**config.mk**
```make
export PLATFORM = sky130hd
export DESIGN_NAME = load_store_unit
export DESIGN_NICKNAME = d
export VERILOG_FILES = /design/src/rtl/lsu_pkg.sv /design/src/rtl/lsu_align.sv /design/src/rtl/load_store_unit.sv
export SDC_FILE = /design/constraint.sdc
export NUM_CORES = 1
export LEC_CHECK = 0
export ABC_AREA = 1
export CAP_MARGIN = 20
export CORE_MARGIN = 1.5
export CORE_UTILIZATION = 41
export DETAILED_ROUTE_END_ITERATION = 6
export GPL_TIMING_DRIVEN = 0
export PLACE_DENSITY = 0.78
export SYNTH_ARGS = -nofsm -noshare
export SYNTH_HDL_FRONTEND = slang
export SYNTH_HIERARCHICAL = 1
export SYNTH_SLANG_ARGS = --single-unit
```
**constraint.sdc**
```tcl
create_clock -name clk -period 1.4 [get_ports clk]
set_input_delay 0.35 -clock clk [delete_from_list [all_inputs] [get_ports clk]]
set_output_delay 0.35 -clock clk [all_outputs]
set_load 0.03 [all_outputs]
```
**src/rtl/lsu_pkg.sv**
```systemverilog
// Shared definitions for the load/store unit: funct3 and opcode encodings,
// FSM states, byte-enable base patterns and the memory command payload.
package lsu_pkg;

  localparam int unsigned XLEN = 32;

  localparam logic [2:0] F3_B  = 3'b000;
  localparam logic [2:0] F3_H  = 3'b001;
  localparam logic [2:0] F3_W  = 3'b010;
  localparam logic [2:0] F3_BU = 3'b100;
  localparam logic [2:0] F3_HU = 3'b101;

  localparam logic [6:0] OPC_LOAD  = 7'b0000011;
  localparam logic [6:0] OPC_STORE = 7'b0100011;

  localparam logic [3:0] BE_B = 4'b0001;
  localparam logic [3:0] BE_H = 4'b0011;
  localparam logic [3:0] BE_W = 4'b1111;

  typedef enum logic [1:0] {
    S_IDLE = 2'd0,
    S_BUSY = 2'd1,
    S_RESP = 2'd2
  } state_e;

  typedef struct packed {
    logic            we;
    logic [3:0]      be;
    logic [XLEN-1:0] wdata;
  } mem_cmd_t;

  // Stores accept only B/H/W; loads additionally accept the unsigned B/H forms.
  function automatic logic f3_legal(input logic we, input logic [2:0] f3);
    if (we) return (f3 == F3_B) || (f3 == F3_H) || (f3 == F3_W);
    return (f3 == F3_B) || (f3 == F3_H) || (f3 == F3_W) ||
           (f3 == F3_BU) || (f3 == F3_HU);
  endfunction

endpackage

```
**src/rtl/lsu_align.sv**
```systemverilog
// Combinational lane steering for the LSU: legality, store byte enables and
// replication, and load extraction/extension. Honors LSU_MISALIGNED_TRAP_EN.
module lsu_align
  import lsu_pkg::*;
#(
  parameter int unsigned DATA_W = 32
) (
  input  logic              we_i,
  input  logic [2:0]        funct3_i,
  input  logic [1:0]        addr_lo_i,
  input  logic [DATA_W-1:0] wdata_i,
  input  logic [2:0]        ld_funct3_i,
  input  logic [1:0]        ld_off_i,
  input  logic [DATA_W-1:0] rdata_i,
  output logic              illegal_o,
  output logic [1:0]        addr_lo_o,
  output logic [3:0]        be_o,
  output logic [DATA_W-1:0] wdata_o,
  output logic [DATA_W-1:0] rdata_o
);

  logic              misalign;
  logic [DATA_W-1:0] shifted;

  // Request side: legality, effective low address bits, store lanes.
  always_comb begin
    misalign  = 1'b0;
    addr_lo_o = addr_lo_i;
    be_o      = BE_W;
    wdata_o   = wdata_i;

    unique case (funct3_i[1:0])
      2'b01:   misalign = addr_lo_i[0];
      2'b10:   misalign = (addr_lo_i != 2'b00);
      default: misalign = 1'b0;
    endcase

`ifdef LSU_MISALIGNED_TRAP_EN
    illegal_o = !f3_legal(we_i, funct3_i) || misalign;
`else
    illegal_o = !f3_legal(we_i, funct3_i);
    if (misalign) begin
      addr_lo_o = (funct3_i[1:0] == 2'b01) ? {addr_lo_i[1], 1'b0} : 2'b00;
    end
`endif

    if (we_i) begin
      unique case (funct3_i[1:0])
        2'b00: begin
          be_o    = BE_B << addr_lo_o;
          wdata_o = DATA_W'({4{wdata_i[7:0]}});
        end
        2'b01: begin
          be_o    = BE_H << addr_lo_o;
          wdata_o = DATA_W'({2{wdata_i[15:0]}});
        end
        default: begin
          be_o    = BE_W;
          wdata_o = wdata_i;
        end
      endcase
    end
  end

  // Response side: shift the read word by the registered offset, then extend.
  always_comb begin
    shifted = rdata_i >> {ld_off_i, 3'b000};
    unique case (ld_funct3_i)
      F3_B:    rdata_o = {{(DATA_W-8){shifted[7]}}, shifted[7:0]};
      F3_H:    rdata_o = {{(DATA_W-16){shifted[15]}}, shifted[15:0]};
      F3_BU:   rdata_o = {{(DATA_W-8){1'b0}}, shifted[7:0]};
      F3_HU:   rdata_o = {{(DATA_W-16){1'b0}}, shifted[15:0]};
      default: rdata_o = shifted;
    endcase
  end

endmodule

```
**src/rtl/load_store_unit.sv**
```systemverilog
// RV32I load/store unit: request/ack data-memory transaction with timeout.
// Build option LSU_MISALIGNED_TRAP_EN makes misaligned accesses fault.
module load_store_unit
  import lsu_pkg::*;
#(
  parameter int unsigned ADDR_W      = 32,
  parameter int unsigned DATA_W      = 32,
  parameter int unsigned TIMEOUT_CYC = 16
) (
  input  logic              clk,
  input  logic              rst,
  input  logic              req_valid,
  output logic              req_ready,
  input  logic              req_we,
  input  logic [2:0]        req_funct3,
  input  logic [ADDR_W-1:0] req_addr,
  input  logic [DATA_W-1:0] req_wdata,
  output logic              resp_valid,
  output logic [DATA_W-1:0] resp_rdata,
  output logic              resp_err,
  output logic              stall,
  output logic              mem_req,
  output logic              mem_we,
  output logic [ADDR_W-1:0] mem_addr,
  output logic [3:0]        mem_be,
  output logic [DATA_W-1:0] mem_wdata,
  input  logic              mem_ack,
  input  logic [DATA_W-1:0] mem_rdata
);

  localparam int unsigned CNT_W = $clog2(TIMEOUT_CYC + 1);

  state_e            state_q, state_d;
  logic [CNT_W-1:0]  cnt_q, cnt_d;
  logic              req_ready_q, req_ready_d;
  logic              stall_q, stall_d;
  logic              resp_valid_q, resp_valid_d;
  logic [DATA_W-1:0] resp_rdata_q, resp_rdata_d;
  logic              resp_err_q, resp_err_d;
  logic              mem_req_q, mem_req_d;
  mem_cmd_t          mem_cmd_q, mem_cmd_d;
  logic [ADDR_W-1:0] mem_addr_q, mem_addr_d;
  logic [2:0]        ld_f3_q, ld_f3_d;
  logic [1:0]        ld_off_q, ld_off_d;

  logic              illegal_c;
  logic [1:0]        addr_lo_c;
  logic [3:0]        be_c;
  logic [DATA_W-1:0] wdata_c;
  logic [DATA_W-1:0] ld_data_c;

  lsu_align #(
    .DATA_W (DATA_W)
  ) u_align (
    .we_i        (req_we),
    .funct3_i    (req_funct3),
    .addr_lo_i   (req_addr[1:0]),
    .wdata_i     (req_wdata),
    .ld_funct3_i (ld_f3_q),
    .ld_off_i    (ld_off_q),
    .rdata_i     (mem_rdata),
    .illegal_o   (illegal_c),
    .addr_lo_o   (addr_lo_c),
    .be_o        (be_c),
    .wdata_o     (wdata_c),
    .rdata_o     (ld_data_c)
  );

  // Next-state and registered-output logic.
  always_comb begin
    state_d      = state_q;
    cnt_d        = cnt_q;
    resp_valid_d = 1'b0;
    resp_rdata_d = '0;
    resp_err_d   = 1'b0;
    mem_req_d    = mem_req_q;
    mem_cmd_d    = mem_cmd_q;
    mem_addr_d   = mem_addr_q;
    ld_f3_d      = ld_f3_q;
    ld_off_d     = ld_off_q;

    unique case (state_q)
      S_IDLE: begin
        if (req_valid && req_ready_q) begin
          if (illegal_c) begin
            state_d      = S_RESP;
            resp_valid_d = 1'b1;
            resp_err_d   = 1'b1;
          end else begin
            state_d         = S_BUSY;
            cnt_d           = '0;
            mem_req_d       = 1'b1;
            mem_cmd_d.we    = req_we;
            mem_cmd_d.be    = req_we ? be_c : BE_W;
            mem_cmd_d.wdata = wdata_c;
            mem_addr_d      = {req_addr[ADDR_W-1:2], 2'b00};
            ld_f3_d         = req_funct3;
            ld_off_d        = addr_lo_c;
          end
        end
      end
      S_BUSY: begin
        // An ack in the final allowed cycle still beats the timeout.
        if (mem_ack) begin
          state_d      = S_RESP;
          mem_req_d    = 1'b0;
          resp_valid_d = 1'b1;
          resp_rdata_d = mem_cmd_q.we ? '0 : ld_data_c;
        end else if (cnt_q == CNT_W'(TIMEOUT_CYC - 1)) begin
          state_d      = S_RESP;
          cnt_d        = CNT_W'(cnt_q + 1'b1);
          mem_req_d    = 1'b0;
          resp_valid_d = 1'b1;
          resp_err_d   = 1'b1;
        end else begin
          cnt_d = CNT_W'(cnt_q + 1'b1);
        end
      end
      S_RESP: state_d = S_IDLE;
      default: begin
        state_d   = S_IDLE;
        mem_req_d = 1'b0;
      end
    endcase

    req_ready_d = (state_d == S_IDLE);
    stall_d     = (state_d != S_IDLE);
  end

  always_ff @(posedge clk or negedge rst) begin
    if (!rst) begin
      state_q      <= S_IDLE;
      cnt_q        <= '0;
      req_ready_q  <= 1'b1;
      stall_q      <= 1'b0;
      resp_valid_q <= 1'b0;
      resp_rdata_q <= '0;
      resp_err_q   <= 1'b0;
      mem_req_q    <= 1'b0;
      mem_cmd_q    <= '0;
      mem_addr_q   <= '0;
      ld_f3_q      <= F3_B;
      ld_off_q     <= '0;
    end else begin
      state_q      <= state_d;
      cnt_q        <= cnt_d;
      req_ready_q  <= req_ready_d;
      stall_q      <= stall_d;
      resp_valid_q <= resp_valid_d;
      resp_rdata_q <= resp_rdata_d;
      resp_err_q   <= resp_err_d;
      mem_req_q    <= mem_req_d;
      mem_cmd_q    <= mem_cmd_d;
      mem_addr_q   <= mem_addr_d;
      ld_f3_q      <= ld_f3_d;
      ld_off_q     <= ld_off_d;
    end
  end

  assign req_ready  = req_ready_q;
  assign stall      = stall_q;
  assign resp_valid = resp_valid_q;
  assign resp_rdata = resp_rdata_q;
  assign resp_err   = resp_err_q;
  assign mem_req    = mem_req_q;
  assign mem_we     = mem_cmd_q.we;
  assign mem_addr   = mem_addr_q;
  assign mem_be     = mem_cmd_q.be;
  assign mem_wdata  = mem_cmd_q.wdata;

endmodule

```
==> results of run 1 <==
-- synth_stat cells, types with 4 or more instances --
master    instances  share of area
nand2_1         328           0.21
dfrtp_1         115           0.50
inv_1            69          0.045
nor2_1           54          0.035
o21ai_0          46          0.040
nand3_1          44          0.038
buf_4            20          0.026
buf_2            16          0.014
a21oi_1          15          0.013
o211ai_1         13          0.017
buf_6             7          0.014
ha_1              6          0.013
clkbuf_1          4         0.0026
or2_2             4         0.0043
-- layer usage --
metal | vias up | track usage | share of wire
li1 | 2903 | - | -
met1 | 2815 | 0.2943 | 0.40
met2 | 296 | 0.4080 | 0.49
met3 | 57 | 0.08193 | 0.086
met4 | 0 | 0.09044 | 0.031
met5 | - | 0 | 0
-- layout make-up --
cell class	instances	area share
antenna	2	0.0005479
buffer	45	0.04918
clock buffer	18	0.04699
clock inverter	14	0.02466
inverter	73	0.03438
multi-input combinational	530	0.2796
sequential	116	0.3182
tap	180	0.02466
timing repair buffer	247	0.2218
-- state kept, by name, summed over array words and instances, names as in the netlist, 2 cells and up --
signal / flops
mem_wdata: 32
state_q: 2
ld_f3_q: 3
mem_be: 4
ld_off_q: 2
resp_rdata: 32
cnt_q: 5
mem_addr: 30
-- placed cells by master (no fill, tap or decap), types with 8 or more instances in the layout --
| cell | instances |
|---|---|
| nand2_1 | 310 |
| dfrtp_1 | 113 |
| buf_2 | 105 |
| clkdlybuf4s50_1 | 96 |
| inv_1 | 63 |
| nor2_1 | 43 |
| buf_4 | 42 |
| o21ai_0 | 38 |
| nand3_1 | 34 |
| buf_6 | 25 |
| clkbuf_16 | 21 |
| nand2_2 | 18 |
| a21oi_1 | 14 |
| o211ai_1 | 13 |
| nand3_2 | 9 |
| nor2_2 | 8 |
-- worst register-to-register path, cell delays in order (launching register included) --
cell	delay, ns
dfrtp_2	0.46
inv_4	0.09
buf_6	0.14
or2_2	0.28
o211ai_1	0.13
nand3_2	0.14
inv_1	0.07
nor2_1	0.05
-- how the worst max path moves through the flow --
| stage | to | cells after the start | slack, ns | start |
|---|---|---|---|---|
| after detailed placement | mem_addr[12] | 12 | -1.14 | req_funct3[1] |
| after global placement | mem_wdata[20] | 1 | -4.55 | rst |
| after floorplan | mem_wdata[10] | 13 | -0.07 | req_funct3[1] |
| after global routing | resp_rdata[17] | 8 | -0.10 | ld_off_q[0] |
| final | resp_rdata[18] | 7 | -0.07 | ld_off_q[0] |
| after CTS | req_ready | 1 | -0.06 | req_ready |
-- through the flow --
stage	setup TNS, ns	utilization	hold WS [ns]	power (W)
finish	-1.793	0.6606	0.2317	0.01957
floorplan	-3.395	-	0.05441	0.01045
detailed placement	-90.55	0.5926	0.3278	0.01391
global route	-5.339	0.6606	0.2477	0.02065
CTS	-1.024	0.6283	0.2037	0.01850
global placement	-614.46	0.5905	0.4540	0.01378
-- power by group --
part           internal (W)  leakage (nW)  switching (W)  total (W)
clock               0.00318         0.308        0.00165    0.00483
combinational       0.00354          3.16        0.00599    0.00953
sequential          0.00451          1.50       0.000704    0.00521
-- logic make-up after synthesis --
| group | count (synthesis) | share of synthesized area |
|---|---|---|
| AND/OR/NAND/NOR | 445 | 0.3083 |
| buffers and inverters | 120 | 0.1041 |
| flip-flops | 116 | 0.5015 |
| AO/OA/AOI/OAI | 76 | 0.07239 |
| adder cells (fa/ha/maj) | 6 | 0.01296 |
| other | 1 | 0.0006476 |
-- repair_timing --
action / 4_1_cts / 5_1_grt
gates resized for setup: 571 / 103
endpoints found under the setup margin: 212 / 116
gates cloned: 5 / 5
hold endpoints to repair: 49 / 0
setup buffers: 14 / 15
hold buffers: 1 / 0
pin swaps: 9 / 32
==> qor.txt, run 1 <==
Outcome: finished, violations left
Failing checks: negative setup slack
Worst min path class: input port to flip-flop
Critical-path top delay cell: dfrtp_2
Post-Layout Cell Count: 1,225
RSZ-0062 raised after global routing: true
Post-DP Area: 8194 sq um
Post-synth EDFFs: 0
Max cap viols: 0
Crit path required time: 1.69 ns
Overall Global Routing Usage: 0.2448
Register bit total from synthesis: 116
Multi-input logic area: 2554 sq um
Area Growth Syn to Fin: 57.74%
Post-synthesis cell area: 5791 sq um
Worst Hold Depth: 3
Distinct cells, synth: 30
Tcrit/Tclk final: 1.049
WL/cell: 15.61 um
CTS tree: yes
Crit-path max cell delay: 0.46 ns
Post-DP HPWL: 12,490 um
Slack of the critical path: -0.06913 ns
P_leak: 4.970 nW
Area of the core: 13,830 sq um
Drt drc: 0
Die height: 121.8 um
Critical path buffer and inverter count: 3
Critical path data arrival time: 1.76 ns
DRT Wirelength: 19,120 um
R2R setup slack: -0.07 ns
CTS HTree Levels: 4
Max clock buf depth: 2
Final setup skew: 0.008353 ns
Async SR Flop Fraction: 1.000
Cell family with most CP delay: simple AND/OR/NAND/NOR gates
Crit. End Element: flip-flop
Final setup vio count: 64
Register area: 2907 sq um
Initial Util: 0.4188
Worst vdd ir: 1093 uV
TritonCTS Buffers: 17
Routed via count: 6,071
CP Cell Sequence: inv_4, buf_6, or2_2, o211ai_1, nand3_2, inv_1, nor2_1
CP max FO: 7
Hold Violations, Final: 0
CTS Root Buffer Type: clkbuf_16
FP Rows: 43
Fmax: 680.7 MHz
Die area: 14,850 sq um
Fillcell total: 1,173
First-pass GRT wire length: 28,030 um
I/O pin cnt: 210
DIE WIDTH: 121.8 um
Worst R2R Start: ld_off_q[0]
Crit path launch type: flip-flop
DR vias/cell: 4.956
YS warnings: 6
Remaining antenna violation count: 0
Hold_sp: req_funct3[0]
Routability cong.: 0.9025
WHS Endpoint: ld_f3_q[0]
Max-slew violations: 0
Final Instance Area: 9134 sq um
Cell count after synthesis: 764
Kind of critical path: flip-flop to flip-flop
Pre-antenna DRT Iters: 5
Reg-to-Reg End: resp_rdata[18]
Fin crit period: 1.469 ns
Worst skew pair latency: 0.41 ns
Avg Cell Area, Syn: 7.579 sq um
Layout net count: 1,140
1st-iter DRT viols: 550
Initial antenna violation count: 2
CTS sink count: 116
Vias in the first global route: 5,588
Share of cells above drive strength 1: 0.2828
Worst Reg2Reg Path Length in Cells: 7
Gr ovfl total: 0
Largest net degree at the start of global routing: 68
Post-synth top flop: dfrtp_1
Reg clk slew, reported paths: 0.06 ns
Pre-CTS WS: -1.138 ns
Placed cell count: 1,153
PwrDens: 2143 nW/um^2
Sequential fraction of the synthesis area: 0.5015
Port bufs: 207
Power figures use the tool's default switching activity.
==> run 2: changes to the inputs <==
--- a/config.mk
+++ b/config.mk
@@ -12,6 +12,7 @@
 export DETAILED_ROUTE_END_ITERATION = 6
 export GPL_TIMING_DRIVEN = 0
 export PLACE_DENSITY = 0.78
+export SKIP_LAST_GASP = 1
 export SYNTH_ARGS = -nofsm -noshare
 export SYNTH_HDL_FRONTEND = slang
 export SYNTH_HIERARCHICAL = 1
==> run 2 against run 1 <==
Register-to-register slack better by 0.02 ns. The run still ends with negative setup slack left. Critical path type is now input port to flip-flop. Fmax up 0.57%. Sequential cell count unchanged. Critical path depth up 6. Largest power group unchanged. Clock power about the same. Power down 0.26%. Final area down 0.26%. Global-route usage down 0.13 points. First-iteration DRC count down 17%. Sequential share of layout area up 0.083 points.
==> qor.txt, run 2 (synthesis gave the netlist of run 1 again) <==
Outcome: finished, violations left
Failing checks: negative setup slack
Fillcell total: 1,165
Pre-antenna DRT Iters: 5
Worst min path class: input port to flip-flop
DR vias/cell: 4.948
Critical path data arrival time: 1.81 ns
Commonest non-fill, non-tap cell in the layout: nand2_1
Vias in the first global route: 5,569
Most frequent cells in the layout: 320 x nand2_1, 113 x dfrtp_1, 106 x buf_2
Remaining antenna violation count: 0
Max-slew violations: 0
1st-iter DRT viols: 459
Overall Global Routing Usage: 0.2435
CTS tree: yes
CTS Root Buffer Type: clkbuf_16
DIE WIDTH: 121.8 um
Initial Util: 0.4188
Crit. End Element: flip-flop
Crit path launch type: input port
PwrDens: 2143 nW/um^2
Routability cong.: 0.9025
Crit path required time: 1.75 ns
Hold Violations, Final: 0
Share of cells above drive strength 1: 0.2798
Layout net count: 1,137
Worst skew pair latency: 0.41 ns
Area Growth Syn to Fin: 57.33%
Placed cell count: 1,153
RSZ-0062 raised after global routing: true
Final setup vio count: 68
DRT Wirelength: 19,030 um
Post-DP HPWL: 12,490 um
Initial antenna violation count: 2
Gr ovfl total: 0
Largest net degree at the start of global routing: 68
Fin crit period: 1.461 ns
WL/cell: 15.57 um
Worst vdd ir: 1089 uV
Drt drc: 0
First-pass GRT wire length: 27,860 um
Total power: 0.01952 W
Max clock buf depth: 2
I/O pin cnt: 210
TritonCTS Buffers: 17
Fmax: 684.6 MHz
Kind of critical path: input port to flip-flop
Die height: 121.8 um
Post-Layout Cell Count: 1,222
P_leak: 4.971 nW
Port bufs: 207
Area of the core: 13,830 sq um
Final setup skew: 0.008503 ns
FP Rows: 43
Max cap viols: 0
Routed via count: 6,047
CTS HTree Levels: 4
Die area: 14,850 sq um
Reg clk slew, reported paths: 0.06 ns
CTS sink count: 116
Tcrit/Tclk final: 1.043
Slack of the critical path: -0.06075 ns
CP max FO: 10
[run 2: cell count changes in the layout (fill, tap and decap cells not counted), sizes merged]
cell    change
clkbuf      +1
buf         -4
[run 2: layer usage]
| metal | up-vias | part of all wire | global-route usage | wire (um) |
|---|---|---|---|---|
| met5 | - | 0 | 0 | 0 |
| met4 | 0 | 0.028 | 0.09265 | 531 |
| met3 | 47 | 0.083 | 0.08240 | 1575 |
| met2 | 298 | 0.49 | 0.4066 | 9395 |
| met1 | 2806 | 0.40 | 0.2903 | 7530 |
| li1 | 2896 | - | - | - |
[run 2: layout make-up]
| class | instances | area [sq um] | share of cell area |
|---|---|---|---|
| Antenna cell | 2 | 5.005 | 0.0005494 |
| Buffer | 46 | 449.2 | 0.04931 |
| Clock buffer | 18 | 429.2 | 0.04711 |
| Clock inverter | 14 | 225.2 | 0.02472 |
| Inverter | 73 | 314.1 | 0.03447 |
| Multi-Input combinational cell | 530 | 2554 | 0.2803 |
| Sequential cell | 116 | 2907 | 0.3190 |
| Tap cell | 180 | 225.2 | 0.02472 |
| Timing Repair Buffer | 243 | 2002 | 0.2197 |
[run 2: worst max-delay path, stage by stage]
cell and delay [ns]:
buf_4 0.15, inv_12 0.06, ha_4 0.21, nor2_4 0.04, o21ai_1 0.09, nand2_2 0.12
nor2_4 0.14, nand2_4 0.12, inv_6 0.13, clkbuf_16 0.16, clkbuf_16 0.13, nand2_1 0.04
nand2_1 0.05
[run 2: per-stage QoR]
stage          area (sq um)  setup slack [ns]  hold WS, ns    util  TNS, ns
6_report               9110          -0.06075       0.2410  0.6589   -2.076
5_1_grt                9110           -0.1440       0.2579  0.6589   -5.921
4_1_cts                8656          -0.05840       0.2037  0.6260   -1.190
3_5_place_dp           8194            -1.138       0.3278  0.5926   -90.55
3_3_place_gp           8165            -4.549       0.4540  0.5905  -614.46
2_1_floorplan          5868          -0.06967      0.05441       -   -3.395
[run 2: path summary, 6_finish.rpt]
| kind | start | to | slack, ns | cells after the start |
|---|---|---|---|---|
| min in group asynchronous | rst | mem_addr[19] | 0.46 | 2 |
| max reg2reg | req_ready | mem_wdata[11] | -0.05 | 8 |
| min reg2reg | mem_addr[29] | mem_addr[29] | 0.46 | 2 |
| max | req_funct3[1] | mem_wdata[11] | -0.06 | 13 |
| max in group asynchronous | rst | req_ready | 0.21 | 3 |
| min | req_funct3[1] | ld_f3_q[1] | 0.24 | 3 |
[run 2: timing repair]
action / 4_1_cts / 5_1_grt
hold buffers: 1 / 0
hold endpoints to repair: 49 / 0
pin swaps: 9 / 31
endpoints found under the setup margin: 212 / 116
gates cloned: 5 / 5
setup buffers: 14 / 11
resized for setup: 560 / 112
[run 2: where the power goes]
group	internal (W)	switching, W
clock network	0.00318	0.00163
logic	0.00350	0.00601
registers	0.00451	0.000693
